File: config.mk
export PLATFORM = sky130hd
export DESIGN_NAME = mem_port_arbiter
export DESIGN_NICKNAME = d
export VERILOG_FILES = /design/src/rtl/mem_port_arbiter_pkg.sv /design/src/rtl/mem_port_arbiter.sv
export SDC_FILE = /design/constraint.sdc
export NUM_CORES = 1
export LEC_CHECK = 0
export ABC_CLOCK_PERIOD_IN_PS = 1840
export BUFFER_PORTS_ARGS = -buffer_cell sky130_fd_sc_hd__clkbuf_2
export CORE_AREA = 2 2 106 108
export CTS_CLUSTER_SIZE = 14
export DETAILED_ROUTE_END_ITERATION = 7
export DIE_AREA = 0 0 108 110
export PLACE_DENSITY_LB_ADDON = 0.1
export REMOVE_ABC_BUFFERS = 1
export SLEW_MARGIN = 20
export SYNTH_ARGS = -nofsm -noshare
export SYNTH_HDL_FRONTEND = slang
export SYNTH_SLANG_ARGS = --single-unit
File: constraint.sdc
create_clock -name clk -period 1.84 [get_ports clk]
set_input_delay 0 -clock clk [delete_from_list [all_inputs] [get_ports clk]]
set_output_delay 0 -clock clk [all_outputs]
set_load 0.02 [all_outputs]
File: src/rtl/mem_port_arbiter_pkg.sv
// Shared CPU-side definitions for the instruction/data memory port arbiter.
// Response owner encoding and byte-strobe width.
package mem_port_arbiter_pkg;

  localparam int STRB_W = 4;

  typedef enum logic [1:0] {
    OWN_NONE = 2'b00,
    OWN_INST = 2'b01,
    OWN_DATA = 2'b10
  } owner_e;

endpackage

File: src/rtl/mem_port_arbiter.sv
// Arbitrates instruction fetch and load/store traffic onto one single-port SRAM
// (1-cycle read latency). Data wins by default; a starve counter lets inst through.
module mem_port_arbiter
  import mem_port_arbiter_pkg::*;
#(
  parameter int STARVE_LIMIT = 4
) (
  input  logic              clk,
  input  logic              reset,

  input  logic              inst_req,
  input  logic [31:0]       inst_addr,
  output logic              inst_gnt,
  output logic              inst_rvalid,
  output logic [31:0]       inst_rdata,

  input  logic              data_req,
  input  logic [STRB_W-1:0] data_we,
  input  logic [31:0]       data_addr,
  input  logic [31:0]       data_wdata,
  output logic              data_gnt,
  output logic              data_rvalid,
  output logic [31:0]       data_rdata,

  output logic              sram_en,
  output logic [STRB_W-1:0] sram_we,
  output logic [31:0]       sram_addr,
  output logic [31:0]       sram_wdata,
  input  logic [31:0]       sram_rdata
);

  localparam int CNT_W = $clog2(STARVE_LIMIT + 1);
  localparam logic [CNT_W-1:0] LIMIT_C = CNT_W'(STARVE_LIMIT);
  localparam logic [CNT_W-1:0] ONE_C   = CNT_W'(1);

  logic [CNT_W-1:0] r_starve_cnt;
  owner_e           r_owner;

  logic w_inst_pri;
  logic w_inst_gnt;
  logic w_data_gnt;

  // Grants are combinational so an access can issue every cycle with no bubble.
  always_comb begin
    w_inst_pri = (r_starve_cnt == LIMIT_C);
    w_data_gnt = !reset && data_req && !(inst_req && w_inst_pri);
    w_inst_gnt = !reset && inst_req && !w_data_gnt;
  end

  always_comb begin
    sram_en    = w_inst_gnt || w_data_gnt;
    sram_we    = '0;
    sram_addr  = '0;
    sram_wdata = data_wdata;
    if (w_data_gnt) begin
      sram_we   = data_we;
      sram_addr = data_addr;
    end else if (w_inst_gnt) begin
      sram_addr = inst_addr;
    end
  end

  always_ff @(posedge clk) begin
    if (reset) begin
      r_owner      <= OWN_NONE;
      r_starve_cnt <= '0;
    end else begin
      if (w_inst_gnt)
        r_owner <= OWN_INST;
      else if (w_data_gnt && (data_we == '0))
        r_owner <= OWN_DATA;
      else
        r_owner <= OWN_NONE;

      // Only counts data grants that actually made a waiting fetch wait longer.
      if (!inst_req || w_inst_gnt)
        r_starve_cnt <= '0;
      else if (w_data_gnt && (r_starve_cnt != LIMIT_C))
        r_starve_cnt <= r_starve_cnt + ONE_C;
    end
  end

  // Gated by reset so a read in flight at reset never completes.
  assign inst_rvalid = !reset && (r_owner == OWN_INST);
  assign data_rvalid = !reset && (r_owner == OWN_DATA);
  assign inst_rdata  = sram_rdata;
  assign data_rdata  = sram_rdata;
  assign inst_gnt    = w_inst_gnt;
  assign data_gnt    = w_data_gnt;

endmodule

# [Word level (Yosys, flattened, before mapping)]
# Cells that the tools add are included.
[totals] register_bits=5 input_bits=136 out_inout_bits=137 word_cells=31
[op_classes] add_sub_neg=1 eq_ne=4 n_mux=5 reduce_logical=18
[ops] operator="32-bit two-way mux" n=2
[ops] operator="1-bit logical AND" n=9
[ops] operator="1-bit logical NOT" n=4
[ops] operator="4-bit logical NOT" n=1
[ops] operator="4-bit two-way mux" n=1
[ops] operator="2-bit OR reduction" n=2
[ops] operator="3-bit by 1-bit adder with 3-bit output, second input constant" n=1
[ops] operator="3-bit == test, second input constant" n=1
[ops] operator="3-bit inequality test, second input constant" n=1
[ops] operator="2-bit by 1-bit == test with 1-bit output, second input constant" n=1
[ops] operator="2-bit == test, second input constant" n=1
[ops] operator="1-bit logical OR" n=2
[ops] operator="2-bit two-way mux" n=1
[ops] operator="1-bit two-way mux" n=1

# [Longest topological paths before layout]
[depth] depth_word=8 depth_mapped=6 ltp_nobuf=4

# [Worst setup path after synthesis]
# No wires, ideal clock.
[synth_timing] path_type="reg-to-output" start="register r_starve_cnt[0]" end="output sram_addr[0]" arrival_time_ps=1479 required_ps=1840 path_slack_ps=361 path_stages_with_launch=7 path_buffers=2 path_cell_list="dfxtp_1 > inv_1 > ha_1 > and3_1 > buf_4 > buf_2 > o22ai_1"
[synth_via] elab_chain_len=8
[synth_lines] element="start: declaration" line_no="mem_port_arbiter.sv:36" text="logic [CNT_W-1:0] r_starve_cnt;"
[synth_lines] element="start signal: assignment" line_no="mem_port_arbiter.sv:79" text="r_starve_cnt <= r_starve_cnt + ONE_C;"
[synth_lines] element="3-bit == test (*)" line_no="mem_port_arbiter.sv:45" text="w_inst_pri = (r_starve_cnt == LIMIT_C);"
[synth_lines] element="1-bit logical AND (*)" line_no="mem_port_arbiter.sv:46" text="w_data_gnt = !reset && data_req && !(inst_req && w_inst_pri);"
[synth_lines] element="1-bit logical NOT (*)" line_no="mem_port_arbiter.sv:46"
[synth_lines] element="1-bit logical AND (*)" line_no="mem_port_arbiter.sv:46"
[synth_lines] element="1-bit logical NOT" line_no="mem_port_arbiter.sv:47" text="w_inst_gnt = !reset && inst_req && !w_data_gnt;"
[synth_lines] element="1-bit logical AND" line_no="mem_port_arbiter.sv:47"
[synth_lines] element="32-bit two-way mux" line_no="mem_port_arbiter.sv:58" text="end else if (w_inst_gnt) begin"
[synth_lines] element="32-bit two-way mux (*)" line_no="mem_port_arbiter.sv:55" text="if (w_data_gnt) begin"
[synth_lines] element="end: declaration" line_no="mem_port_arbiter.sv:27" text="output logic [31:0] sram_addr,"
# Every way passes the cells marked *; elsewhere a longest branch is shown, timed or not.

# [Final worst setup path]
[layout_timing] start="register r_starve_cnt[0]" end="output sram_addr[21]"
# The elaborated chain is that of the path after synthesis.

==> results.md <==
* Worst EP arrival at 1.73 ns
* DP HPWL at 11,600 µm
* Status: completed
* Crit. End Element: output pin
* Fmax at slightly below 600 MHz
* Worst r2r dst: r_starve_cnt[1]
* Die H at 110 µm
* Initial core utilization at ~17%
* Global-route wire length before repair at ~16,000 µm
* H-Tree Depth at 1
* Post-Syn Area at 1810 µm²
* Final setup vio count at 0
* Placer Congestion at about 0.81
* Largest net degree at the start of global routing at 37
* Via count at ~1,800
* CP Launch Type: flop
* Layout filler cell count at between 1,000 and 1,500
* Post-route ant nets at 0
* Clock skew at roughly 0.0031 ns
* Vias/cell at 4.57
* DIE WIDTH at roughly 110 µm
* Core area at approximately 11,000 µm²
* Cells after Synth at 247
* Final core utilization at between 10% and 20%
* Area of the multi-input gates at 878 µm²
* Worst-Skew Late Latency at 0.22 ns
* Synth Area per Inst at roughly 7.3 µm²
* Total power at 679 µW
* Number of CTS-inserted buffers at 3
* Endpoints failing hold at 0
* Worst reg2reg setup slack at 0.36 ns
* Final WS setup at 0.109 ns
* Max Cap Violations at 0
* TritonRoute pass-1 iters at 4
* Total GRT Usage at about a fifth
* Min Tclk post-route at roughly 1.7 ns
* TNS Setup at 0 ns
* Critical path buffer and inverter count at 3
* Clock transition at path regs at 0.04 ns
* Num rows at 38
* IO Count at around 270
* Slowest stage delay, CP at around 0.35 ns
* Worst ir drop on vdd at around 0.00017 V
* Port-buffer cells at approximately 110
* CTS resizes at 0
* Drt wl/cell at 33.5 µm
* Clock Sinks at 5
* P_leak at 0.000852 µW
* Final wirelength at around 13,000 µm
* Sequential share of the synthesized area at 5.52%
* CTS tree: yes
* Vias in the first global route at approximately 1,600
* Post-placement cell count at 390
* Setup Buffers After CTS at 0
* Crit path kind: reg -> out
* Synth warn at 0
* Root Driver: clkbuf_8
* DR iter-0 viols at between 80 and 90
* Least-Margin Pin Slew at 0.371 ns
* Share of layout cells above drive strength 1 at between 40 and 50%
* Final Non-Filler Cells at slightly below 400
* Worst-path maximum fanout at 23
* Die area at 11,900 µm²
* CP cell instances: inv_1, ha_1, and3_1, buf_4, o22ai_1, clkbuf_2
* Crit path max-delay family: buffers and inverters
* Seq pwr share at 16.6%
* Most frequent cells in the layout: clkbuf_2, nand3b_1, o22ai_1
* Most common cell after layout, fill and taps aside: clkbuf_2
* Final cycle utilization of the critical path at a little over nine tenths
* Internal Power at roughly 420 µW
* Setup WS pre-CTS at ~0.35 ns
* Synth Register Bits at 5
* PD cells at approximately 370 nW/µm²
* Layout Nets at 394
* Max-slew violations at 0
* Clock Path Buffers at 2
* WHS Endpoint: sram_wdata[12]
* Worst reg2reg path depth at 5
* # DRC at 0
* GRT overflow at 0
* Number of library cell types mapped by synthesis at 23
* Required time of the critical path at 1.84 ns
* Hold WC Path Type: in -> out
* Comb pwr share at a little over half
* Diode count at 0
* WHS Path Cells at 0
* RSZ-0062 raised after global routing: false
* Max transition margin at about three quarters
* Register Area at around 100 µm²
* Initial antenna violation count at 0
* Sw Pwr at around 260 µW
* Critical path's slowest cell: dfxtp_1
* R2R Path Start: r_starve_cnt[0]
* Clock power share at 29.9%
* Sw Ratio at between 30% and 40%
* Hold wc startpoint: data_wdata[12]
* Layout area overhead at 2.42%
-- routing by layer --
layer,GRT usage (%),part of all wire (%),vias up
met4,3.30,1.5,2
met5,3.57,0.46,-
li1,-,-,786
met1,16.9,28,761
met2,32.1,43,250
met3,27.0,28,8
-- metrics by stage --
step	hold slack [ns]	area, µm²
final	0.000138	1860
after CTS	0.000298	1860
after detailed placement	0.000298	1800
after global routing	0.0000931	1860
after global placement	0.000298	1800
after floorplan	0	986
-- area by class of cell --
cell class	instances	share of cell area [%]
flip-flops and latches	5	5.39
well taps	140	9.43
clock buffers	4	2.43
multi-input cells	122	47.3
inverters	2	0.404
repair buffers	122	35.0
-- power groups by stage --
| stage | clock [µW] | combinational, µW | sequential, µW |
|---|---|---|---|
| 6_report | 203 | 364 | 113 |
| 5_1_grt | 222 | 396 | 113 |
| 4_1_cts | 208 | 369 | 113 |
| 3_5_place_dp | 0 | 366 | 114 |
| 3_3_place_gp | 0 | 369 | 114 |
| 2_1_floorplan | 0 | 167 | 114 |
-- Yosys cell counts --
cell type | count | area share, %
dfxtp_1 | 5 | 5.5
nand3b_1 | 64 | 27
buf_4 | 98 | 41
or4_1 | 1 | 0.41
nor2b_1 | 1 | 0.35
ha_1 | 2 | 1.4
clkbuf_1 | 5 | 1.0
nor3b_1 | 4 | 1.7
o22ai_1 | 32 | 11
nand3_1 | 1 | 0.28
buf_2 | 12 | 3.3
inv_1 | 2 | 0.41
a21boi_4 | 1 | 1.0
buf_1 | 2 | 0.41
nand2b_1 | 1 | 0.35
nand2b_2 | 1 | 0.48
nor2_1 | 5 | 1.0
and2b_1 | 1 | 0.41
clkbuf_2 | 1 | 0.28
and4b_1 | 1 | 0.55
o211a_1 | 1 | 0.55
nor4_2 | 1 | 0.69
and3_1 | 5 | 1.7
-- worst max path at each step --
| stage | slack (ns) | endpoint | cells past startpoint | start |
|---|---|---|---|---|
| after floorplan | 0.19 | sram_addr[0] | 4 | r_starve_cnt[0] |
| after global routing | 0.007 | sram_addr[8] | 6 | r_starve_cnt[0] |
| after CTS | 0.11 | sram_addr[21] | 6 | r_starve_cnt[0] |
| after global placement | 0.35 | sram_addr[27] | 6 | r_starve_cnt[0] |
| after detailed placement | 0.35 | sram_addr[21] | 6 | r_starve_cnt[0] |
| final | 0.11 | sram_addr[21] | 6 | r_starve_cnt[0] |
-- state kept, by name (all words and copies together) (netlist names) --
register	flops
r_owner	2
r_starve_cnt	3
-- timing repair --
item,4_1_cts,5_1_grt
hold endpoints to repair,1,0
endpoints found under the setup margin,0,0
hold buffers,1,0
-- cell families after synthesis --
family | after synthesis | synth area share (%)
compound gates | 34 | 12.6
simple gates | 86 | 34.4
buf+inv | 120 | 46.0
flops | 5 | 5.52
fa+ha+maj | 2 | 1.38
Power figures use the tool's default switching activity.
